==> config.mk <==
export PLATFORM = sky130hd
export DESIGN_NAME = coax_tx_sequencer
export DESIGN_NICKNAME = d
export VERILOG_FILES = /design/src/rtl/coax_tx_sequencer.sv
export SDC_FILE = /design/constraint.sdc
export NUM_CORES = 1
export LEC_CHECK = 0
export ABC_CLOCK_PERIOD_IN_PS = 2100
export CAP_MARGIN = 15
export CORE_ASPECT_RATIO = 0.8
export CORE_UTILIZATION = 50
export CTS_CLUSTER_SIZE = 25
export DETAILED_ROUTE_END_ITERATION = 10
export GPL_ROUTABILITY_DRIVEN = 0
export PLACE_DENSITY = 0.71
export SETUP_SLACK_MARGIN = 0.15
export SLEW_MARGIN = 20
export SYNTH_ARGS = -nofsm -noshare
export SYNTH_HDL_FRONTEND = slang
export SYNTH_SLANG_ARGS = --single-unit
==> constraint.sdc <==
create_clock -name clk -period 2.1 [get_ports clk]
set_input_delay 0.63 -clock clk [delete_from_list [all_inputs] [get_ports clk]]
set_output_delay 0.63 -clock clk [all_outputs]
set_load 0.005 [all_outputs]
==> src/rtl/coax_tx_sequencer.sv <==
// ---------------------------------------------------------------------------
// coax_tx_sequencer
//
// Programmable word sequencer in front of coax_tx. A small pattern memory
// holds up to DEPTH words; a frame issues the first len_s of them to the
// transmitter through a one-cycle load strobe, waits for the line to go
// quiet, pulses frame_done and then idles for a programmable gap before the
// next frame may start. Frames run back to back (mode=0) or one per start
// pulse (mode=1).
//
// Ports:
//   clk        system clock (19 MHz coax domain)
//   reset      synchronous, active-high reset
//   enable     permits new frames to start
//   mode       0 = continuous, 1 = single-shot
//   start      single-cycle frame request (mode=1 only)
//   length     words per frame, 0..DEPTH (larger values clamp to DEPTH)
//   gap        idle cycles between frames
//   wr_en      pattern memory write strobe
//   wr_addr    pattern memory write address
//   wr_data    pattern memory write data
//   tx_ready   transmitter can accept a word this cycle
//   tx_active  transmitter is driving the line
//   load       one-cycle word strobe to coax_tx
//   data       word presented with load, held until the next load
//   busy       high whenever the sequencer is not idle
//   frame_done one-cycle pulse when a frame has fully left the line
// ---------------------------------------------------------------------------
module coax_tx_sequencer #(
  parameter int DATA_WIDTH = 10,
  parameter int DEPTH      = 8,
  parameter int ADDR_WIDTH = $clog2(DEPTH),
  parameter int GAP_WIDTH  = 16
) (
  input  logic                  clk,
  input  logic                  reset,
  input  logic                  enable,
  input  logic                  mode,
  input  logic                  start,
  input  logic [ADDR_WIDTH:0]   length,
  input  logic [GAP_WIDTH-1:0]  gap,
  input  logic                  wr_en,
  input  logic [ADDR_WIDTH-1:0] wr_addr,
  input  logic [DATA_WIDTH-1:0] wr_data,
  input  logic                  tx_ready,
  input  logic                  tx_active,
  output logic                  load,
  output logic [DATA_WIDTH-1:0] data,
  output logic                  busy,
  output logic                  frame_done
);

  typedef enum logic [2:0] {
    IDLE,
    ISSUE,
    HOLD,
    DRAIN,
    GAP
  } state_t;

  localparam logic [ADDR_WIDTH:0]   DEPTH_LEN = (ADDR_WIDTH + 1)'(DEPTH);
  localparam logic [ADDR_WIDTH:0]   LEN_ONE   = (ADDR_WIDTH + 1)'(1);
  localparam logic [ADDR_WIDTH-1:0] IDX_ONE   = ADDR_WIDTH'(1);
  localparam logic [GAP_WIDTH-1:0]  GAP_ONE   = GAP_WIDTH'(1);

  logic [DATA_WIDTH-1:0] mem [DEPTH];

  state_t                state, state_nxt;
  logic [ADDR_WIDTH-1:0] idx, idx_nxt;
  logic [ADDR_WIDTH:0]   len_s, len_s_nxt;
  logic [GAP_WIDTH-1:0]  gap_s, gap_s_nxt;
  logic [GAP_WIDTH-1:0]  gap_cnt, gap_cnt_nxt;
  logic                  load_nxt;
  logic [DATA_WIDTH-1:0] data_nxt;
  logic                  busy_nxt;
  logic                  frame_done_nxt;

  logic                  trigger;
  logic                  last_word;

  // Pattern memory is deliberately outside the reset domain so a reset does
  // not wipe a programmed pattern. A read in the same cycle as a write to the
  // same address sees the old word because both happen on the same edge.
  always_ff @(posedge clk) begin
    if (wr_en) begin
      mem[wr_addr] <= wr_data;
    end
  end

  assign trigger   = enable && (!mode || start);
  // len_s is at least 1 whenever this is used, so len_s-1 never wraps.
  assign last_word = ({1'b0, idx} == (len_s - LEN_ONE));

  always_ff @(posedge clk) begin
    if (reset) begin
      state      <= IDLE;
      idx        <= '0;
      len_s      <= '0;
      gap_s      <= '0;
      gap_cnt    <= '0;
      load       <= 1'b0;
      data       <= '0;
      busy       <= 1'b0;
      frame_done <= 1'b0;
    end else begin
      state      <= state_nxt;
      idx        <= idx_nxt;
      len_s      <= len_s_nxt;
      gap_s      <= gap_s_nxt;
      gap_cnt    <= gap_cnt_nxt;
      load       <= load_nxt;
      data       <= data_nxt;
      busy       <= busy_nxt;
      frame_done <= frame_done_nxt;
    end
  end

  always_comb begin
    state_nxt      = state;
    idx_nxt        = idx;
    len_s_nxt      = len_s;
    gap_s_nxt      = gap_s;
    gap_cnt_nxt    = gap_cnt;
    load_nxt       = 1'b0;
    data_nxt       = data;
    frame_done_nxt = 1'b0;

    case (state)
      IDLE: begin
        // A zero-length request is dropped silently: no frame, no done pulse.
        if (trigger && (length != '0)) begin
          len_s_nxt = (length > DEPTH_LEN) ? DEPTH_LEN : length;
          gap_s_nxt = gap;
          idx_nxt   = '0;
          state_nxt = ISSUE;
        end
      end

      ISSUE: begin
        if (tx_ready) begin
          load_nxt  = 1'b1;
          data_nxt  = mem[idx];
          state_nxt = HOLD;
        end
      end

      // tx_ready is ignored here so coax_tx has a cycle to drop it after
      // seeing load; otherwise a stale ready could issue a second word.
      HOLD: begin
        if (last_word) begin
          state_nxt = DRAIN;
        end else begin
          idx_nxt   = idx + IDX_ONE;
          state_nxt = ISSUE;
        end
      end

      DRAIN: begin
        if (!tx_active && tx_ready) begin
          frame_done_nxt = 1'b1;
          if (gap_s == '0) begin
            state_nxt = IDLE;
          end else begin
            gap_cnt_nxt = gap_s;
            state_nxt   = GAP;
          end
        end
      end

      // Leaving on the cycle the counter reads 1 makes GAP last exactly
      // gap_s cycles; the <= guard keeps the counter from ever underflowing.
      GAP: begin
        if (gap_cnt <= GAP_ONE) begin
          gap_cnt_nxt = '0;
          state_nxt   = IDLE;
        end else begin
          gap_cnt_nxt = gap_cnt - GAP_ONE;
        end
      end

      default: begin
        state_nxt = IDLE;
      end
    endcase

    busy_nxt = (state_nxt != IDLE);
  end

endmodule

After elaboration in Yosys (flattened, before gate mapping):

Memory sizes are Yosys's and may differ from the RTL's. A register that Yosys moved wholly into a read port is not among the register bits.
Index checks and enable logic that the tools add are counted.

* output and inout bits: 13
* bits in writable memories: 80
* input port bits: 41
* register bits after elaboration: 45
* memories: 1
* logic and storage cells: 62

Memories
* mem: depth 8, width 10, read ports 1, clocked after Yosys merged registers in 1, wr ports 1, line 66 `logic [DATA_WIDTH-1:0] mem [DEPTH];`

* muxes and demuxes: 19
* bitwise operators: 2
* equal/unequal tests: 9
* order comparisons: 2
* $add $sub $neg: 3
* reductions and logical operators: 18

Operators by type and width (number)
* 16-bit 2-to-1 mux: 3
* 16-bit one-hot mux with 2 select lines: 1
* 3-bit 2-to-1 mux: 7
* 16-bit by 1-bit less-or-equal comparator with 1-bit output, second input constant: 1
* 16-bit logical NOT: 1
* 16-bit by 1-bit subtractor with 16-bit output, second input constant: 1
* 3-bit one-hot mux with 5 select lines: 1
* 2-bit inequality test, second input constant: 4
* 3-bit by 2-bit == test with 1-bit output, second input constant: 2
* 3-bit one-hot mux with 2 select lines: 1
* 3-bit AND reduction: 2
* 3-bit by 4-bit == test with 1-bit output: 1
* 4-bit > comparator, second input constant: 1
* 1-bit 2-to-1 mux: 4
* 4-bit 2-to-1 mux: 1
* 2-bit AND reduction: 2
* 2-bit nonzero test: 2
* 4-bit nonzero test: 1
* 2-bit OR reduction: 2
* 4-bit by 1-bit subtractor with 4-bit output, second input constant: 1
* 3-bit by 1-bit adder with 3-bit output, second input constant: 1
* 3-bit by 1-bit == test with 1-bit output, second input constant: 1
* 3-bit == test, second input constant: 1
* 1-bit logical AND: 3
* 6 further kinds: 8

Depth between registers and ports, before layout:

Gate-level depths: netlist of the first run.

* depth after elaboration: 7
* mapped depth: 7
* depth with buffers taken out: 7

Worst setup path after synthesis of the first run:

Ideal clock, no wire load.

* kind: in2reg
* start point: input wr_addr[2]
* end point: memory mem[0][0], enable pin
* library setup time: 0.390 ns
* arrival time: 1.541 ns
* cell stages on the path: 2
* slack: 0.169 ns
* data required time: 1.710 ns
* path buffers: 0
* cells stage by stage: nand2b_1 nor3_1

RTL lines
* start, declared: line 43 `input logic [ADDR_WIDTH-1:0] wr_addr,`
* end, declared: line 66

No word-level cell before the write port.

Worst setup path in the final report of the first run:

* start point: register gap_cnt[0]
* end point: register gap_cnt[1]

* longest elaborated chain between the ends: 3
* elaborated cells between the ends (all ways): 4
* those cells by class: add/sub: 1; order compare: 1; mux: 2

Ends and longest elaborated chain
* start, declared: line 72 `logic [GAP_WIDTH-1:0] gap_cnt, gap_cnt_nxt;`
* start signal, assigned: line 110 `gap_cnt <= gap_cnt_nxt;`
* 16-bit by 1-bit subtractor with 16-bit output / 16-bit by 1-bit less-or-equal comparator with 1-bit output (equally long branches): line 177, 173
* 16-bit 2-to-1 mux (*): line 173 `if (gap_cnt <= GAP_ONE) begin`
* 16-bit one-hot mux with 2 select lines (*): line 128 `case (state)`

Every way passes the cells marked *; elsewhere a longest branch is shown, timed or not.
A chain may end at the register's enable or synchronous reset.

==> results.json, run 1 <==
{
  "io_pins": 54,
  "cts-hold-fix-buffers": 0,
  "cp_slowest_cell": "a21oi_4",
  "num_vias": 4004,
  "ys_warn_count": 0,
  "syn2layout_area_growth_pct": 28.8,
  "cp_num_buf_inv": 1,
  "setup_viol": 0,
  "drive_gt1_share_pct": 22.7,
  "rsz0062_at_grt": "true",
  "cp_max_fo": 11,
  "arrival_ns": 2.25,
  "crit_path_end_kind": "register",
  "synthTopCellsByArea": "edfxtp_1 42%, dfxtp_1 19%, mux4_2 7.9%, mux2i_1 4.9%, nor2_1 3.1%",
  "tightest_slew_ns": 0.597,
  "syn_inst": 425,
  "grt_overflow": 0,
  "leakagePower_nw": 2.68,
  "yosys.area.top_type": "edfxtp_1",
  "worst_skew_pair.late_latency_ns": 0.41,
  "portBuffers": 53,
  "synth_nets": 470,
  "dp.cells": 642,
  "crit_family": "compound AO/OA/AOI/OAI gates",
  "period_needed_ns": 1.95,
  "via_per_inst": 5.91,
  "htreeDepth": 4,
  "worstSetupPathType": "reg -> reg",
  "ir_worst_vdd_v": 0.000544,
  "postPlaceCellArea_um2": 6650,
  "p_total_mw": 6.25,
  "dieHeight_um": 97.6,
  "num_rows": 34,
  "die-area_um2": 11900,
  "cts_root_buffer": "clkbuf_16",
  "die_w_um": 122,
  "initial_core_util_pct": 51.9,
  "ys_seq_area_share_pct": 61.3,
  "routedWlPerCell_um": 18.9,
  "crit_path_cell_trace": "inv_1 -> ha_1 -> o211a_1 -> a21oi_4 -> a221oi_1 -> a211oi_1",
  "grt_use_total_pct": 22.8,
  "netlist_area_um2": 5720,
  "cts_sinks": 135,
  "synth_cell_types": 54,
  "n_fill_cell": 757,
  "final_cells": 678,
  "run_status": "completed",
  "ys_async_sr_fraction_pct": 0,
  "grt_pass1_wl_um": 20000,
  "ys_ff_latch": 135,
  "fmax_mhz": 514,
  "first_iter_violations": 392,
  "synth_edf_count": 80,
  "slowest_delay_ns": 0.38,
  "firstDrtPassIters": 5,
  "ant_nets": 0,
  "core_um2": 11000,
  "synthFlopType": "edfxtp_1",
  "required_ns": 2.40,
  "nNetsFinal": 566,
  "drt-total-wl_um": 12800,
  "cts_buffers": 17,
  "syn_avg_cell_area_um2": 13.4,
  "dp_hpwl_um": 8110,
  "grt_max_degree": 45,
  "fin_crit_sh_pct": 92.6,
  "cap_viol_max_count": 0,
  "power_density_nw_per_um2": 849,
  "timing.slew.headroom_pct": 59.9,
  "min_path_type": "reg -> reg",
  "cts_tree": "built",
  "drc": 0,
  "stdcell_area_um2": 7360,
  "crit_path_start_kind": "register",
  "n_antenna_cell": 0,
  "fin_worst_skew_ns": 0.0105,
  "grt_antenna_before_repair": 0,
  "final_hold_viol_count": 0,
  "synth_top_area_share_pct": 42.0,
  "grt_pass1_vias": 3901,
  "clk_pin_slew_ns": 0.06,
  "cts_max_path_buffers": 2,
  "drv_slew": 0
}
[power breakdown]
part | total [mW] | switching, mW | internal, mW
clock | 2.83 | 1.18 | 1.65
combinational | 0.466 | 0.221 | 0.245
sequential | 2.95 | 0.0558 | 2.90
total | 6.25 | 1.46 | 4.80
[sequential cells by signal, indices dropped and copies added, names as in the netlist]
| name | flops |
|---|---|
| mem | 80 |
| gap_cnt | 16 |
| gap_s | 16 |
| data | 10 |
| len_s | 4 |
| idx | 3 |
| state | 3 |
| busy | 1 |
| frame_done | 1 |
| load | 1 |
[final cells by class]
cell class                      instances  area [um2]  area share [%]
Clock inverter                         15         140            1.90
Inverter                               11        41.3           0.561
Tap cell                              144         180            2.45
Clock buffer                           17         425            5.78
Sequential cell                       135        3510            47.6
Timing Repair Buffer                   98         908            12.3
Multi-Input combinational cell        258        2160            29.3
[through the flow]
step | hold WS (ns) | setup TNS [ns] | utilization (%) | setup WS, ns
2_1_floorplan | 0.459 | 0 | - | 0.169
3_5_place_dp | 0.493 | -7.66 | 60.4 | -0.332
6_report | 0.496 | 0 | 66.8 | 0.155
4_1_cts | 0.503 | 0 | 65.8 | 0.152
3_3_place_gp | 0.481 | -6.89 | 60.4 | -0.292
5_1_grt | 0.536 | 0 | 66.8 | 0.0908
[routing by layer]
metal	share of wire, %	track usage [%]	vias to the layer above
met3	8.1	6.46	27
met2	47	35.0	189
met5	0	0	-
li1	-	-	1824
met4	1.5	7.41	0
met1	43	31.1	1964
[timing repair]
action | 4_1_cts | 5_1_grt
buffers inserted | 0 | 4
resized for setup | 8 | 17
endpoints found under the setup margin | 12 | 29
pin swaps | 0 | 4
[path summary, 6_finish.rpt]
kind | start | to | slack (ns) | depth (start not counted)
setup / recovery | gap_cnt[0] | gap_cnt[1] | 0.15 | 6
hold / removal | len_s[1] | len_s[1] | 0.50 | 2
setup reg to reg | gap_cnt[0] | gap_cnt[1] | 0.15 | 6
hold reg to reg | len_s[1] | len_s[1] | 0.50 | 2
[synth_stat cells, types with 2 or more instances]
library cell,number
a22oi_1,3
clkbuf_1,10
nor3_1,16
edfxtp_1,80
nand2_1,19
nand4b_1,2
buf_2,4
nand3_1,4
nand3b_1,6
nor2_1,47
a21o_1,2
inv_1,11
buf_4,2
a31oi_1,3
o22ai_1,7
nor3b_2,2
buf_6,3
a21oi_1,17
mux4_2,20
a211oi_1,12
nand2b_1,7
nor4_4,2
o21ai_0,6
xor2_1,9
o32ai_1,3
nand4_1,5
buf_1,2
nor4_1,6
dfxtp_1,55
o211a_1,6
mux2i_1,28
ha_1,4
[cell families after synthesis]
| group | synth area share, % |
|---|---|
| xor+xnor | 1.93 |
| fa+ha+maj | 0.876 |
| buf+inv | 2.71 |
| simple gates | 11.6 |
| mux | 12.8 |
| compound gates | 8.84 |
| flops | 61.3 |
[tightest hold or removal path: cells and delay by family (launching register included)]
family	cells	cell delay, ns
and+or+nand+nor	1	0.07
DFF	1	0.33
AOI/OAI and AO/OA	1	0.05
[cells in the final DEF, fill, tap and decap left out, types with 15 or more instances in the layout]
cell type and instances:
a21oi_1 15, buf_4 41, clkbuf_16 17, clkdlybuf4s50_1 50, dfxtp_1 53, edfxtp_1 80
mux2i_1 28, mux4_2 20, nand2_1 18, nor2_1 46, nor3_1 15
No activity file was read; power rests on OpenSTA's default activity.
==> inputs of run 2 (changes only) <==
--- a/config.mk
+++ b/config.mk
@@ -8,11 +8,12 @@
 export ABC_CLOCK_PERIOD_IN_PS = 2100
 export CAP_MARGIN = 15
 export CORE_ASPECT_RATIO = 0.8
-export CORE_UTILIZATION = 50
+export CORE_UTILIZATION = 57
 export CTS_CLUSTER_SIZE = 25
 export DETAILED_ROUTE_END_ITERATION = 10
 export GPL_ROUTABILITY_DRIVEN = 0
-export PLACE_DENSITY = 0.71
+export MAX_ROUTING_LAYER = met4
+export PLACE_DENSITY = 0.79
 export SETUP_SLACK_MARGIN = 0.15
 export SLEW_MARGIN = 20
 export SYNTH_ARGS = -nofsm -noshare
==> results.json, run 2 (same netlist as run 1, synthesis figures left out) <==
{
  "final_hold_viol_count": 0,
  "cts_max_path_buffers": 2,
  "cts_sinks": 135,
  "cp_num_buf_inv": 1,
  "fin_worst_skew_ns": 0.00774,
  "crit_path_start_kind": "register",
  "arrival_ns": 1.28,
  "setup_viol": 0,
  "clk_pin_slew_ns": 0.06,
  "grt_pass1_vias": 4054,
  "period_needed_ns": 1.91,
  "firstDrtPassIters": 7,
  "power_density_nw_per_um2": 873,
  "crit_path_cell_trace": "clkdlybuf4s50_1",
  "r2r-start": "gap_cnt[1]",
  "stdcell_area_um2": 7360,
  "startpoint": "data[3]",
  "crit_path_end_kind": "output port",
  "sequentialPowerShare_pct": 45.9,
  "holdCritStartpoint": "len_s[1]",
  "dieHeight_um": 91.6,
  "num_vias": 4086,
  "cts_buffers": 17,
  "run_status": "completed",
  "ant_nets": 0,
  "cts_tree": "built",
  "p_int_mw": 5.04,
  "worst_skew_pair.late_latency_ns": 0.42,
  "min_path_type": "reg -> reg",
  "p_total_mw": 6.43,
  "wl_met3_um": 1350,
  "slowest_delay_ns": 0.51,
  "num_rows": 32,
  "grt_pass1_wl_um": 21300,
  "fin_crit_sh_pct": 91.1,
  "grt_max_degree": 45,
  "cp_slowest_cell": "clkdlybuf4s50_1",
  "leakagePower_nw": 2.69,
  "grt_antenna_before_repair": 0,
  "mostFrequentLayoutCells": "80 x edfxtp_1, 54 x dfxtp_1, 49 x clkdlybuf4s50_1",
  "met2_length_um": 6670,
  "dp_hpwl_um": 8190,
  "required_ns": 1.47,
  "drt-total-wl_um": 13700,
  "ir_worst_vdd_v": 0.000720,
  "core_um2": 9690,
  "via_per_inst": 6.12,
  "n_antenna_cell": 0,
  "rsz0062_at_grt": "true",
  "wirelength_met1_um": 5530,
  "nNetsFinal": 564,
  "timing.slew.headroom_pct": 62.2,
  "crit_family": "buffers and inverters",
  "fmax_mhz": 522,
  "routedWlPerCell_um": 20.6,
  "cts_root_buffer": "clkbuf_16",
  "largest_reg_flops": 80,
  "reg_top3": "mem x80, gap_cnt x16, gap_s x16",
  "regMostFlops": "mem",
  "htreeDepth": 4,
  "die-area_um2": 10400,
  "grt_use_total_pct": 29.1,
  "drc": 0,
  "drive_gt1_share_pct": 21.8,
  "clkPwrFrac_pct": 46.7,
  "worst_slack_ns": 0.186,
  "syn2layout_area_growth_pct": 28.8,
  "drv_slew": 0,
  "first_iter_violations": 507,
  "power_switching_mw": 1.39,
  "cap_viol_max_count": 0,
  "grt_overflow": 0,
  "portBuffers": 53,
  "tightest_slew_ns": 0.562,
  "io_pins": 54,
  "whs_ns": 0.496,
  "cts-hold-fix-buffers": 0,
  "cp_max_fo": 2,
  "pre_cts_ws_ns": -0.383,
  "worstSetupPathType": "reg -> out",
  "final_common_cell": "edfxtp_1",
  "initial_core_util_pct": 59.0,
  "die_w_um": 114,
  "swShare_pct": 21.7,
  "highest_layer": "met4",
  "postPlaceCellArea_um2": 6640,
  "p_comb_share_pct": 7.4
}
## run 2: cell types whose count changed in the layout (fill, tap and decap cells not counted), sizes merged, moves of 2 or more
cell	before	now
clkbuf	17	20
buf	45	43
bufinv	1	3
inv	18	11
## run 2: cell type report
class / count / area, um2
Tap cell: 136 / 170
Timing Repair Buffer: 96 / 901
Multi-Input combinational cell: 258 / 2150
Clock buffer: 20 / 447
Clock inverter: 12 / 154
Fill cell: 611 / 2330
Sequential cell: 135 / 3500
Inverter: 11 / 41.3
## run 2: path summary, 6_finish.rpt
path                                    to  slack (ns)  depth (start not counted)
worst max-delay path               data[3]        0.19                          1
worst min-delay path              len_s[1]        0.50                          2
worst max register to register  gap_cnt[1]        0.24                          6
worst min register to register    len_s[1]        0.50                          2
## run 2: per-layer routing
layer  up-vias  GRT usage, %
met2       259          44.6
met5         -             -
met3        23          9.41
met1      1977          36.8
met4         0          9.52
li1       1827             -
## run 2: power by group through the flow
stage                     Combinational (mW)  Sequential, mW  Clock [mW]
final                                  0.477            2.95        3.00
after global routing                   0.511            2.96        3.14
after CTS                              0.461            2.95        3.03
after detailed placement               0.453            3.00           0
after global placement                 0.437            3.00           0
after floorplan                        0.232            2.99           0
## run 2: timing repair
action                     in CTS  in global routing
pin swaps                       1                  2
gates cloned                    0                  0
buffers inserted                1                  3
setup endpoints to repair      17                 21
gates resized for setup         5                 19
## run 2: through the flow
stage	TNS, ns	util (%)	std cells
finish	0	76.0	668
global route	0	76.0	668
CTS	0	74.9	665
detailed placement	-8.25	68.5	632
global placement	-5.11	68.5	632
floorplan	0	-	425
==> inputs of run 3 (changes only) <==
--- a/config.mk
+++ b/config.mk
@@ -5,15 +5,14 @@
 export SDC_FILE = /design/constraint.sdc
 export NUM_CORES = 1
 export LEC_CHECK = 0
-export ABC_CLOCK_PERIOD_IN_PS = 2100
 export CAP_MARGIN = 15
 export CORE_ASPECT_RATIO = 0.8
-export CORE_UTILIZATION = 57
+export CORE_UTILIZATION = 54
 export CTS_CLUSTER_SIZE = 25
 export DETAILED_ROUTE_END_ITERATION = 10
 export GPL_ROUTABILITY_DRIVEN = 0
 export MAX_ROUTING_LAYER = met4
-export PLACE_DENSITY = 0.79
+export PLACE_DENSITY = 0.76
 export SETUP_SLACK_MARGIN = 0.15
 export SLEW_MARGIN = 20
 export SYNTH_ARGS = -nofsm -noshare
==> results.json, run 3 (same netlist as run 1, synthesis figures left out) <==
{
  "syn2layout_area_growth_pct": 28.8,
  "drv_slew": 0,
  "cts_sinks": 135,
  "htreeDepth": 4,
  "wirelength_met1_um": 5890,
  "rsz0062_at_grt": "true",
  "slowest_delay_ns": 0.37,
  "p_total_mw": 6.29,
  "grt_antenna_before_repair": 0,
  "reg2reg_depth": 8,
  "final_common_cell": "edfxtp_1",
  "fmax_mhz": 529,
  "finalSetupTns_ns": 0,
  "drc": 0,
  "clk_pin_slew_ns": 0.06,
  "arrival_ns": 2.25,
  "rrSetupSlack_ns": 0.21,
  "initial_core_util_pct": 55.6,
  "wl_met3_um": 1090,
  "first_iter_violations": 349,
  "n_antenna_cell": 0,
  "firstDrtPassIters": 5,
  "min_path_type": "reg -> reg",
  "pre_cts_ws_ns": -0.367,
  "core_um2": 10300,
  "leakagePower_nw": 2.70,
  "io_pins": 54,
  "reg_top3": "mem x80, gap_cnt x16, gap_s x16",
  "holdCritStartpoint": "data[2]",
  "routedWlPerCell_um": 19.8,
  "grt_use_total_pct": 27.3,
  "cts_buffers": 17,
  "tightest_slew_ns": 0.563,
  "cts_tree": "built",
  "regMostFlops": "mem",
  "highest_layer": "met4",
  "grt_pass1_wl_um": 20500,
  "drt-total-wl_um": 13300,
  "final_cells": 674,
  "rr_endpoint": "gap_cnt[6]",
  "dp_hpwl_um": 8610,
  "required_ns": 2.47,
  "grt_pass1_vias": 3956,
  "crit_path_cell_trace": "inv_1 -> ha_1 -> nor3b_2 -> buf_4 -> nand2_1 -> xor2_1 -> o22ai_1 -> o211a_1",
  "fin_worst_skew_ns": 0.0102,
  "num_vias": 3982,
  "ant_nets": 0,
  "largest_reg_flops": 80,
  "portBuffers": 53,
  "power_density_nw_per_um2": 855,
  "die-area_um2": 11000,
  "crit_path_start_kind": "register",
  "ir_worst_vdd_v": 0.000666,
  "cts_root_buffer": "clkbuf_16",
  "via_per_inst": 5.91,
  "setup_viol": 0,
  "cp_max_fo": 5,
  "cp_slowest_cell": "nor3b_2",
  "fin_crit_sh_pct": 90.0,
  "grt_overflow": 0,
  "dp.cells": 639,
  "run_status": "completed",
  "crit_path_end_kind": "register",
  "timing.slew.headroom_pct": 62.2,
  "die_w_um": 117,
  "met2_length_um": 6060,
  "worst_slack_ns": 0.210,
  "final_hold_viol_count": 0,
  "mostFrequentLayoutCells": "80 x edfxtp_1, 55 x dfxtp_1, 47 x clkdlybuf4s50_1",
  "dieHeight_um": 94.0,
  "cts_max_path_buffers": 2,
  "r2r-start": "gap_cnt[1]",
  "cap_viol_max_count": 0,
  "grt_max_degree": 45,
  "period_needed_ns": 1.89,
  "min_to": "data[2]",
  "worstSetupPathType": "reg -> reg",
  "worst_skew_pair.late_latency_ns": 0.42,
  "num_rows": 33,
  "nNetsFinal": 566,
  "drive_gt1_share_pct": 20.2,
  "whs_path_depth": 2
}
run 3: changes by cell type in the layout (fill, tap and decap cells not counted), moves of 3 or more:
cell and delta:
clkbuf_8 +4, nor3_1 +3, dlymetal6s2s_1 +3, clkinv_4 -4, clkbuf_1 +4
run 3: layout make-up:
cell class | count | area, um2
clock inverter | 3 | 40.0
sequential | 135 | 3500
clock buffer | 29 | 542
inverter | 11 | 41.3
fill | 676 | 2920
timing repair buffer | 97 | 925
multi-input combinational | 259 | 2130
tap | 140 | 175
run 3: worst max path at each step:
stage               startpoint    endpoint  slack [ns]  depth (start not counted)
floorplan           wr_addr[2]   mem[0][0]        0.17                          2
global placement      tx_ready  gap_cnt[8]       -0.33                          7
detailed placement    tx_ready  gap_cnt[8]       -0.37                          7
CTS                 gap_cnt[1]  gap_cnt[1]        0.17                          6
global route        gap_cnt[1]  gap_cnt[1]        0.09                          6
finish              gap_cnt[1]  gap_cnt[6]        0.21                          8
run 3: timing repair:
action,CTS,global route
endpoints found under the hold margin,0,0
hold buffers,0,0
resized for setup,3,19
setup endpoints to repair,10,19
gates cloned,0,1
pin swaps,0,5
setup buffers,0,2
run 3: through the flow:
step           instance area [um2]  hold slack, ns  utilization [%]
4_1_cts                       7260           0.502             70.6
3_3_place_gp                  6670           0.476             64.8
6_report                      7360           0.500             71.6
3_5_place_dp                  6670           0.481             64.8
5_1_grt                       7360           0.530             71.6
2_1_floorplan                 5720           0.459                -
run 3: critical path: cells and delay by family (launching register included):
kind	cells	cell delay (ns)
xor gates and xnor gates	1	0.16
DFF	1	0.34
AOI/OAI and AO/OA	2	0.34
and+or+nand+nor	2	0.44
buffers and inverters	2	0.33
adders and majority gates	1	0.24
run 3: power breakdown:
group | internal, mW | switching, mW | total [mW] | leakage (nW)
clock | 1.85 | 1.01 | 2.87 | 0.287
sequential | 2.90 | 0.0518 | 2.95 | 1.17
combinational | 0.247 | 0.225 | 0.472 | 1.24
run 3: layer usage:
layer | up-vias | track usage, %
met5 | - | -
met2 | 200 | 37.9
met3 | 36 | 9.23
met4 | 0 | 8.97
met1 | 1913 | 37.6
li1 | 1833 | -
